$ cat config.mk
export PLATFORM = sky130hd
export DESIGN_NAME = psa_simd_pipe
export DESIGN_NICKNAME = d
export VERILOG_FILES = /design/src/rtl/psa_simd_pipe.sv
export SDC_FILE = /design/constraint.sdc
export NUM_CORES = 1
export LEC_CHECK = 0
export CAP_MARGIN = 20
export CELL_PAD_IN_SITES_DETAIL_PLACEMENT = 2
export CELL_PAD_IN_SITES_GLOBAL_PLACEMENT = 2
export CORE_MARGIN = 2
export CORE_UTILIZATION = 38
export DETAILED_ROUTE_END_ITERATION = 8
export GPL_TIMING_DRIVEN = 0
export PLACE_DENSITY = 0.95
export SYNTH_ARGS = -nofsm -noshare
export SYNTH_HDL_FRONTEND = slang
export SYNTH_SLANG_ARGS = --single-unit
$ cat constraint.sdc
create_clock -name clk_i -period 7.2 [get_ports clk_i]
set_input_delay 1.44 -clock clk_i [delete_from_list [all_inputs] [get_ports clk_i]]
set_output_delay 1.44 -clock clk_i [all_outputs]
set_load 0.02 [all_outputs]
$ cat src/rtl/psa_simd_pipe.sv
// psa_simd_pipe: 2-stage valid/ready partitioned saturating SIMD adder with per-lane accumulator
// Ports:
//   clk_i, rst_ni              clock, asynchronous active-low reset
//   in_valid_i/in_ready_o      operand handshake; in_op_i 0 ADD, 1 SUB, 2 ACC, 3 CLR
//   in_a_i, in_b_i             operands (in_b_i ignored for ACC/CLR)
//   out_valid_o/out_ready_i    result handshake
//   out_sum_o, out_ovfl_o      lane-wise saturated result and per-lane saturation flags
//   out_err_o                  OR of out_ovfl_o
//   err_sticky_o, err_clr_i    sticky saturation flag and its synchronous clear
module psa_simd_pipe #(
  parameter int WIDTH = 16,
  parameter int LANE  = 4,
  localparam int NL   = WIDTH / LANE
) (
  input  logic             clk_i,
  input  logic             rst_ni,
  input  logic             in_valid_i,
  output logic             in_ready_o,
  input  logic [1:0]       in_op_i,
  input  logic [WIDTH-1:0] in_a_i,
  input  logic [WIDTH-1:0] in_b_i,
  output logic             out_valid_o,
  input  logic             out_ready_i,
  output logic [WIDTH-1:0] out_sum_o,
  output logic [NL-1:0]    out_ovfl_o,
  output logic             out_err_o,
  output logic             err_sticky_o,
  input  logic             err_clr_i
);
  localparam logic [1:0] OP_ADD = 2'd0;
  localparam logic [1:0] OP_SUB = 2'd1;
  localparam logic [1:0] OP_ACC = 2'd2;
  localparam logic [1:0] OP_CLR = 2'd3;
  logic             s1_valid_q, s1_valid_d;
  logic [1:0]       s1_op_q;
  logic [WIDTH-1:0] s1_a_q, s1_b_q;
  logic             out_valid_q, out_valid_d;
  logic [WIDTH-1:0] out_sum_q, sum_d;
  logic [NL-1:0]    out_ovfl_q, ovfl_d;
  logic [WIDTH-1:0] acc_q;
  logic             err_q, err_d;
  logic             s1_load, s2_load;
  logic             is_sub, is_acc, is_clr;
  assign is_sub  = s1_op_q == OP_SUB;
  assign is_acc  = s1_op_q == OP_ACC;
  assign is_clr  = s1_op_q == OP_CLR;
  assign s2_load = s1_valid_q & (~out_valid_q | out_ready_i);
  // in_ready depends combinationally on out_ready so a full pipe still streams
  assign in_ready_o = ~s1_valid_q | s2_load;
  assign s1_load    = in_valid_i & in_ready_o;
  for (genvar i = 0; i < NL; i++) begin : g_lane
    logic [LANE-1:0] x, y, r;
    logic            ov;
    // ACC adds a into the lane accumulator; SUB is a + ~b + 1
    assign x  = is_acc ? acc_q[i*LANE +: LANE] : s1_a_q[i*LANE +: LANE];
    assign y  = s1_op_q == OP_ADD ? s1_b_q[i*LANE +: LANE] :
                is_sub ? ~s1_b_q[i*LANE +: LANE] : s1_a_q[i*LANE +: LANE];
    assign r  = x + y + LANE'(is_sub);
    // with y already inverted for SUB, one same-sign rule covers every op
    assign ov = (x[LANE-1] == y[LANE-1]) && (r[LANE-1] != x[LANE-1]);
    assign sum_d[i*LANE +: LANE] = is_clr ? '0 :
                                   !ov ? r :
                                   x[LANE-1] ? {1'b1, {(LANE-1){1'b0}}} : {1'b0, {(LANE-1){1'b1}}};
    assign ovfl_d[i] = ~is_clr & ov;
  end
  always_comb begin
    s1_valid_d  = s1_load ? 1'b1 : s2_load ? 1'b0 : s1_valid_q;
    out_valid_d = s2_load ? 1'b1 : out_ready_i ? 1'b0 : out_valid_q;
    err_d       = (s2_load & |ovfl_d) | (err_q & ~err_clr_i);
  end
  always_ff @(posedge clk_i or negedge rst_ni) begin
    if (!rst_ni) begin
      s1_valid_q  <= 1'b0;
      s1_op_q     <= OP_ADD;
      s1_a_q      <= '0;
      s1_b_q      <= '0;
      out_valid_q <= 1'b0;
      out_sum_q   <= '0;
      out_ovfl_q  <= '0;
      acc_q       <= '0;
      err_q       <= 1'b0;
    end else begin
      s1_valid_q  <= s1_valid_d;
      out_valid_q <= out_valid_d;
      err_q       <= err_d;
      if (s1_load) begin
        s1_op_q <= in_op_i;
        s1_a_q  <= in_a_i;
        s1_b_q  <= in_b_i;
      end
      if (s2_load) begin
        out_sum_q  <= sum_d;
        out_ovfl_q <= ovfl_d;
      end
      // accumulator touched only at the stage-2 load, keeping ACC/CLR in program order
      if (s2_load && (is_acc || is_clr)) acc_q <= sum_d;
    end
  end
  assign out_valid_o  = out_valid_q;
  assign out_sum_o    = out_sum_q;
  assign out_ovfl_o   = out_ovfl_q;
  assign out_err_o    = |out_ovfl_q;
  assign err_sticky_o = err_q;
endmodule
==> results.txt <==
The run gives 10800 µm² as the core footprint. Critical path launch point: out_ready_i. Following the worst setup path forward leads to its endpoint at in_ready_o.

In this run the biggest area consumer among cell types represents 43.2% of the synthesized area. From synthesis to final layout, the design area changed by 23.0%. The kind of end point of the critical path is an output port.

The worst setup skew after layout came out at 0.0130 ns. By count the netlist is led by dfrtp_1, nand2_1, mux2_2, nor2_1, a21oi_1. After detailed routing, the number of vias per cell comes to 5.49. The logs give 0 for the count of cells resized by post-cts repair and 5.76 ns for the required time of the worst setup path.

Yosys printed 0 warnings. Setup repair after global routing left no endpoint under its margin. Setup violations remaining at the end of the flow were counted as 0. The total number of placement rows came out at 38.

The number of nets with antenna violations after routing is 0. The remaining design rule violation count was 0; the overall via count from detail_route was 3423. For this configuration, the core starts out at a cell density of 39.0%. The share of the clock period used by the worst path after layout came out at 58.2%. The clock transition at the registers of the reported paths came out at 0.07 ns. With fillers left out, the area of the finished cells amounts to 5200 µm².

From left edge to right edge, the die measures 109 µm. Adding up every negative setup slack in the final design gives 0 ns. The endpoint identified for the worst register-to-register timing path is err_sticky_o.

The final HPWL from detailed placement is 9640 µm, and the global route total overflow is 0. The startpoint of the lowest-slack register-to-register path is s1_op_q[1]. For the net count of the mapped netlist, the log shows 463. The tools report the clock root buffer as clkbuf_8. The count of H-tree levels built during CTS came out at 3.

The critical setup path kind was in -> out. The tools report the maximum vdd ir drop as 0.000145 V. In this run the worst path has a maximum fanout of 3. The final number of max-transition violations came out at 0. After detailed routing, the total wire length is 13000 µm. The first global-routing pass estimated 20800 µm of wire.

The achievable frequency was 239 MHz; the transition time at the pin with the least slew margin was 0.787 ns. The CTS buffer count is 9. Area of the mapped netlist: 4230 µm².

Summed over all instances, the cell type with the most area after synthesis is dfrtp_1. Flip-flop and latch count after synthesis: 73. The average routed wire per standard cell was 20.9 µm; the power density normalized to cell area was 357 nW/µm². The type of element launching the critical path is an input port. The placed instances occupy a cell area of 5050 µm². The die covers 12000 µm². By area the synthesized netlist is led by dfrtp_1, mux2_2, nand2_1, fa_1, xnor2_1.

The number of antenna repair diodes is 0. The total power came out at 0.00185 W. After clock tree synthesis, the flow added hold-fix buffers numbering 0.

Fraction of layout instances using a drive strength above 1: 18.4%. TritonCTS built the clock tree. The tool flagged a number of max-cap violations equal to 0. The number of placed instances, taps included, is 611. The worst hold-check path type is reg -> reg. Leaving out filler cells and counting taps, the final layout contains 624.

For the worst-skew pair, the clock arrives at the later sink with an insertion delay of 0.38 ns. In this run the register-to-register setup slack is 3.32 ns. The total routing usage reported by global routing is 23.7%, and the count of final hold-check violations is 0. The final worst setup slack was 3.01 ns.

At the placement stage, the worst setup path has a slack of 3.01 ns. In this run the most critical hold path is launched from out_sum_o[1]. Before antenna repair, the detailed router went through 4 iterations.

Length in cells of the worst reg-to-reg path: 12. In this run the post-CTS setup repair buffer count came out at 0. Counting I/O delays and the setup requirement, the final critical path takes 4.19 ns. Arrival time of the worst setup path: 2.75 ns. In the synthesized netlist the async set-or-reset flop fraction comes to 100%. The run gives 0 as the initial antenna violation count.

In the post-synthesis netlist, the cell with the most instances is dfrtp_1. The primary flip-flop cell chosen by synthesis mapping was dfrtp_1. In this run the deepest clock path goes through 2 buffers. Averaged over all synthesized cells, the footprint is 10.4 µm². The overall die height was 109 µm; the number of sinks driven by the clock tree was 73. Leakage power summed over all cells: 2.21 nW.

The number of flops mapped to enable cells by yosys came out at 0. The run finished with clean final reports. For the number of global-route vias before repair, the log shows 3920. The net count reported at finish was 537; the number of library cell types mapped by synthesis was 51. The pin count of the biggest net entering global routing is 52, and the number of primary I/O pins is 63. Sequential cells were found to cover 43.2% of the synthesized design area. The headroom to the max-slew limit is 47.5%, and the number of port buffers is 62.

The run gives 408 as the gate count after technology mapping. At the end of routability-driven placement, the weighted congestion stood at 0.895. Violation count after the first detailed-route iteration: 103.
per-layer routing:
metal | global-route usage, % | vias to the layer above | share of wire (%)
li1 | - | 1565 | -
met3 | 5.93 | 19 | 4.6
met2 | 42.6 | 74 | 53
met5 | 0 | - | 0
met4 | 8.05 | 0 | 1.6
met1 | 27.4 | 1765 | 41
placed cells by master, fill, tap and decap left out, types with 3 or more instances in the layout:
master           synthesis  routed
a211oi_1                 5       5
a21oi_1                 20      20
xor2_1                   8       8
buf_4                    4       5
clkdlybuf4s50_1          0      61
fa_1                     8       8
o221ai_1                 3       3
nor2_1                  21      21
nand3b_1                 3       3
xnor2_1                 12      12
clkbuf_1                 9      11
o21a_1                   9       9
nand2_1                 63      63
mux2_2                  58      58
o21ai_0                 17      17
dfrtp_1                 73      73
ha_1                     8       8
buf_2                    5       5
mux2i_1                 10      10
clkbuf_8                 0      10
o21ai_1                 11      11
nand2b_1                 6       6
a22oi_1                  3       3
inv_1                   14      14
and2_1                   4       4
layout make-up:
cell class	count	area [µm²]
fillers	1162	5640
multi-input cells	300	2240
flip-flops and latches	73	1830
repair buffers	63	646
well taps	140	175
clock buffers	12	145
plain buffers	20	104
inverters	15	56.3
clock inverters	1	5.00
registers in the layout, indices dropped and copies added (netlist names):
name,cells
s1_b_q,16
acc_q,16
err_sticky_o,1
out_sum_o,16
out_valid_o,1
out_ovfl_o,4
s1_op_q,2
s1_valid_q,1
s1_a_q,16
how the worst min path moves through the flow:
stage	to	slack, ns	cells past startpoint
6_report	out_sum_o[1]	0.50	2
5_1_grt	out_sum_o[5]	0.53	1
4_1_cts	acc_q[4]	0.51	1
3_5_place_dp	acc_q[4]	0.50	1
3_3_place_gp	out_sum_o[2]	0.47	2
2_1_floorplan	acc_q[2]	0.45	2
per-stage QoR:
| step | hold WS [ns] | utilization (%) |
|---|---|---|
| floorplan | 0.450 | - |
| global route | 0.534 | 47.9 |
| finish | 0.501 | 47.9 |
| CTS | 0.512 | 47.9 |
| detailed placement | 0.496 | 46.6 |
| global placement | 0.468 | 46.3 |
cells by family after synthesis:
kind of cell | synth area share [%]
xor gates and xnor gates | 4.14
buffers and inverters | 3.79
DFF | 43.2
adders and majority gates | 6.16
muxes | 18.1
AOI/OAI and AO/OA | 12.7
and+or+nand+nor | 11.9
critical path, stage by stage:
cell	delay, ns
clkdlybuf4s50_1	0.49
nand3b_1	0.19
clkdlybuf4s50_1	0.63
power by group:
group / switching, W / internal, W / total [W] / leakage (nW)
clock network: 0.000157 / 0.000129 / 0.000286 / 0.0782
logic: 0.000502 / 0.000436 / 0.000937 / 1.25
registers: 0.0000932 / 0.000537 / 0.000630 / 0.880
total: 0.000752 / 0.00110 / 0.00185 / 2.21
(Power assumes the default switching activity.)
